File: src/rtl/bcd_convert_ctrl_pkg.sv
// -----------------------------------------------------------------------------
// bcd_convert_ctrl_pkg
//   Shared definitions for the binary-to-BCD conversion sequencer.
//   - state_t     : FSM encoding (IDLE / SHIFT / DONE)
//   - DIGIT_W     : bits per BCD digit
//   - ADD3_THRESH : digit value at or above which the +3 correction applies
// -----------------------------------------------------------------------------
package bcd_convert_ctrl_pkg;

   typedef enum logic [1:0] {
      ST_IDLE  = 2'd0,
      ST_SHIFT = 2'd1,
      ST_DONE  = 2'd2
   } state_t;

   localparam int         DIGIT_W     = 4;
   localparam logic [3:0] ADD3_THRESH = 4'd5;

endpackage

File: src/rtl/bcd_add3.sv
// -----------------------------------------------------------------------------
// bcd_add3
//   Combinational double-dabble digit corrector: a digit of 5 or more gets +3
//   so that the following left shift carries correctly into the next digit.
//   Ports:
//     digit_i  in   DIGIT_W  scratch digit before correction
//     digit_o  out  DIGIT_W  corrected digit (4-bit wrap, no carry out)
// -----------------------------------------------------------------------------
module bcd_add3
   import bcd_convert_ctrl_pkg::*;
(
   input  logic [DIGIT_W-1:0] digit_i,
   output logic [DIGIT_W-1:0] digit_o
);

   always_comb begin
      digit_o = digit_i;
      if (digit_i >= ADD3_THRESH) begin
         digit_o = digit_i + 4'd3;
      end
   end

endmodule

File: src/rtl/bcd_convert_ctrl.sv
// -----------------------------------------------------------------------------
// bcd_convert_ctrl
//   Sequencer for the binary-to-BCD path. Captures a binary word on start,
//   runs WIDTH shift-and-add-3 iterations, then publishes the packed BCD
//   result together with a one-cycle done pulse. The published result only
//   changes on completion, so downstream display logic never sees a partial
//   conversion.
//   Parameters:
//     WIDTH   binary input width (4..16)
//     DIGITS  BCD output digits; 10^DIGITS must exceed 2^WIDTH-1
//   Ports:
//     clk    in   1           rising-edge clock
//     rst    in   1           synchronous active-high reset
//     start  in   1           conversion request, honoured only in IDLE
//     bin    in   WIDTH       unsigned value, captured with an accepted start
//     busy   out  1           high while iterations run
//     done   out  1           one-cycle completion pulse
//     bcd    out  4*DIGITS    packed result, units digit in [3:0]
// -----------------------------------------------------------------------------
module bcd_convert_ctrl
   import bcd_convert_ctrl_pkg::*;
#(
   parameter int WIDTH  = 8,
   parameter int DIGITS = 3
)(
   input  logic                       clk,
   input  logic                       rst,
   input  logic                       start,
   input  logic [WIDTH-1:0]           bin,
   output logic                       busy,
   output logic                       done,
   output logic [DIGIT_W*DIGITS-1:0]  bcd
);

   localparam int BCD_W = DIGIT_W * DIGITS;
   localparam int CNT_W = $clog2(WIDTH + 1);

   state_t             state_q;
   logic [CNT_W-1:0]   cnt_q;
   logic [CNT_W-1:0]   cnt_d;
   logic [WIDTH-1:0]   bin_sr_q;
   logic [WIDTH-1:0]   bin_sr_d;
   logic [BCD_W-1:0]   scr_q;
   logic [BCD_W-1:0]   scr_adj;
   logic [BCD_W-1:0]   scr_d;
   logic [BCD_W-1:0]   bcd_q;
   logic               busy_q;
   logic               done_q;

   // Per-digit +3 correction applied to the scratch register before each shift.
   for (genvar g = 0; g < DIGITS; g++) begin : g_add3
      bcd_add3 u_add3 (
         .digit_i (scr_q  [g*DIGIT_W +: DIGIT_W]),
         .digit_o (scr_adj[g*DIGIT_W +: DIGIT_W])
      );
   end

   // One iteration: shift {corrected scratch, binary} left by one bit.
   always_comb begin
      scr_d    = {scr_adj[BCD_W-2:0], bin_sr_q[WIDTH-1]};
      bin_sr_d = {bin_sr_q[WIDTH-2:0], 1'b0};
      cnt_d    = cnt_q - CNT_W'(1);
   end

   always_ff @(posedge clk) begin
      if (rst) begin
         state_q  <= ST_IDLE;
         cnt_q    <= '0;
         bin_sr_q <= '0;
         scr_q    <= '0;
         bcd_q    <= '0;
         busy_q   <= 1'b0;
         done_q   <= 1'b0;
      end else begin
         case (state_q)
            ST_IDLE: begin
               done_q <= 1'b0;
               if (start) begin
                  bin_sr_q <= bin;
                  scr_q    <= '0;
                  cnt_q    <= CNT_W'(WIDTH);
                  busy_q   <= 1'b1;
                  state_q  <= ST_SHIFT;
               end
            end
            ST_SHIFT: begin
               bin_sr_q <= bin_sr_d;
               scr_q    <= scr_d;
               cnt_q    <= cnt_d;
               // Last iteration: publish the post-shift scratch directly.
               if (cnt_q == CNT_W'(1)) begin
                  bcd_q   <= scr_d;
                  busy_q  <= 1'b0;
                  done_q  <= 1'b1;
                  state_q <= ST_DONE;
               end
            end
            ST_DONE: begin
               done_q  <= 1'b0;
               state_q <= ST_IDLE;
            end
            default: begin
               busy_q  <= 1'b0;
               done_q  <= 1'b0;
               state_q <= ST_IDLE;
            end
         endcase
      end
   end

   assign busy = busy_q;
   assign done = done_q;
   assign bcd  = bcd_q;

endmodule

File: config.mk
export PLATFORM = sky130hd
export DESIGN_NAME = bcd_convert_ctrl
export DESIGN_NICKNAME = d
export VERILOG_FILES = /design/src/rtl/bcd_convert_ctrl_pkg.sv /design/src/rtl/bcd_add3.sv /design/src/rtl/bcd_convert_ctrl.sv
export SDC_FILE = /design/constraint.sdc
export NUM_CORES = 1
export LEC_CHECK = 0
export ABC_AREA = 1
export ABC_CLOCK_PERIOD_IN_PS = 1730
export CORE_AREA = 2 2 73 75
export DETAILED_ROUTE_END_ITERATION = 7
export DIE_AREA = 0 0 75 77
export SETUP_SLACK_MARGIN = 0.2
export SYNTH_ARGS = -nofsm -noshare
export SYNTH_HDL_FRONTEND = slang
export SYNTH_SLANG_ARGS = --single-unit
File: constraint.sdc
create_clock -name clk -period 1.73 [get_ports clk]
set_input_delay 0.346 -clock clk [delete_from_list [all_inputs] [get_ports clk]]
set_output_delay 0.346 -clock clk [all_outputs]
set_load 0.05 [all_outputs]
==> results.cfg <==
[outcome]
status = finished, final reports clean

[placement]
io_buffer_count = 24
placed_cell_area_um2 = 2230
gp_congestion = 0.765
placed_cells = 363
dp_hpwl_um = 3200

[grt]
grt_first_pass_wirelength_um = 7220
grt_pass1_vias = 1565
grt.total_usage = 0.163
antenna_found_initial = 0
grt_max_degree = 13
grt_remaining_overflow = 0

[synthesis]
ys_warn_count = 0
seq_area_frac_synth = 0.417
synth-seq-cells = 40
ys_types = 25
netlist_area_um2 = 1920
postSynthAreaPerCell_um2 = 7.16
syn-num-nets = 287
synth_cells = 268

[critical_path]
arrival_ns = 1.60
worstPathRequired_ns = 1.93
endpoint_kind = flop
worst-path-max-fanout = 6
path_class = flop to flop
critPathLaunchType = flop

[finish]
drive_above_1_share = 0.150
nets = 319
n_antenna_cell = 0
fin_area_um2 = 2310
num-fill-cells = 509
finalNonFillerCells = 370
syn_to_final_growth_pct = 20.5
mostFrequentLayoutCell = nand2_1
final_cell_mix = nand2_1, dfxtp_1, inv_1
fin_util = 0.465

[clock_tree]
htree_levels = 2
cts_tree = built
clock_latency_ns = 0.29
cts.root.buffer_cell = clkbuf_8
cts_max_path_buffers = 2
cts_num_sinks = 40
numCtsBuffers = 5
clkTransAtPathRegs_ns = 0.08

[timing]
finalClockSkew_ns = 0.00419
fin_crit_ns = 1.40
grt_setup_unrepaired = false
slew_violations = 0
slew_headroom = 0.792
finalCritPeriodShare = 0.809
hold_viol = 0
worst_pin_slew_ns = 0.309
setup-violations-final = 0
setup_tns_ns = 0
clock.fmax_mhz = 714

[drt]
wl_per_cell_um = 11.6
ant_nets = 0
route.detailed.drc = 0
dr.first_iter.drc_count = 74
wirelength_um = 4290
drtPass1Iterations = 4
vias = 1692
via_per_inst = 4.57

[pwr]
ir_drop_v = 0.000296
p_leak_nw = 1.03
power-per-cell-area_nw_per_um2 = 791

[die]
die-area_um2 = 5780
fp-row-count = 26
die_height_um = 77
start_util = 0.386
core_area_um2 = 4980
io_pins = 25
die_w_um = 75

[min_path]
hp-class = flop to flop

[run]
cap_violations = 0
-- per-layer routing --
layer / GRT usage / up-vias / routed length [um]
li1: - / 905 / -
met1: 0.205 / 739 / 2010
met4: 0.0589 / 0 / 68
met5: 0 / - / 0
met2: 0.262 / 41 / 1960
met3: 0.0420 / 7 / 248
-- registers in the layout, indices dropped and copies added (netlist names) --
signal,count
scr_q,12
cnt_q,4
state_q,2
bin_sr_q,8
busy,1
bcd,12
done,1
-- synth_stat cells --
cell type   n  area [um2]
nand2_4     1        11.3
nand2_2     2        12.5
buf_6       1        11.3
a31oi_1     1        6.26
clkinv_1    1        3.75
o21ai_0    11        55.1
nand2_1    78         293
ha_1        8         100
a21oi_1     9        45.0
o21ai_1     7        35.0
a21boi_0    2        15.0
inv_2       4        15.0
buf_4       2        15.0
o22ai_1     1        6.26
inv_1      33         124
dfxtp_1    40         801
o211ai_1    1        7.51
nand3_4     1        17.5
a21oi_2     6        52.6
nor2_1     30         113
nand3_1    16        80.1
buf_2       2        10.0
nor2_4      4        45.0
nand4_1     6        37.5
o21a_1      1        7.51
-- cells by family after synthesis --
logic type      Yosys count  share of synthesized area
fa+ha+maj                 8                     0.0522
flops                    40                      0.417
buf+inv                  43                     0.0932
simple gates            138                      0.317
compound gates           39                      0.120
-- worst max-delay path, cell delays in order, from the launching register on --
cell	delay, ns
dfxtp_1	0.40
ha_2	0.25
nand2_1	0.13
nor2_1	0.16
buf_4	0.19
nand3_1	0.08
nand2_1	0.06
inv_1	0.03
-- stage by stage --
| stage | total power [mW] | worst slack [ns] | hold WS [ns] |
|---|---|---|---|
| 6_report | 1.83 | 0.330 | 0.462 |
| 5_1_grt | 1.91 | 0.206 | 0.483 |
| 3_5_place_dp | 1.26 | 0.130 | 0.447 |
| 3_3_place_gp | 1.26 | 0.156 | 0.451 |
| 4_1_cts | 1.85 | 0.270 | 0.467 |
| 2_1_floorplan | 1.17 | 0.478 | 0.428 |
-- area by class of cell --
class	instances	area [um2]	area share
Clock buffer	6	72.6	0.0314
Clock inverter	1	5.00	0.00216
Inverter	38	143	0.0617
Multi-Input combinational cell	185	942	0.407
Sequential cell	40	801	0.346
Tap cell	70	87.6	0.0379
Timing Repair Buffer	30	263	0.114
-- path summary, 6_finish.rpt --
kind,startpoint,end,slack (ns),cells past startpoint
setup / recovery,cnt_q[0],bcd[4],0.33,7
hold / removal,bin_sr_q[5],bin_sr_q[5],0.46,2
setup reg to reg,cnt_q[0],bcd[4],0.33,7
hold reg to reg,bin_sr_q[5],bin_sr_q[5],0.46,2
-- what timing repair did --
item,4_1_cts,5_1_grt
resized for setup,0,1
setup buffers,0,0
hold buffers,0,0
endpoints found under the setup margin,0,3
-- where the power goes --
part | internal [mW] | leakage, nW | switching [mW]
clock | 0.274 | 0.0410 | 0.321
sequential | 0.956 | 0.325 | 0.0260
combinational | 0.0937 | 0.662 | 0.160
Power figures use the tool's default switching activity.
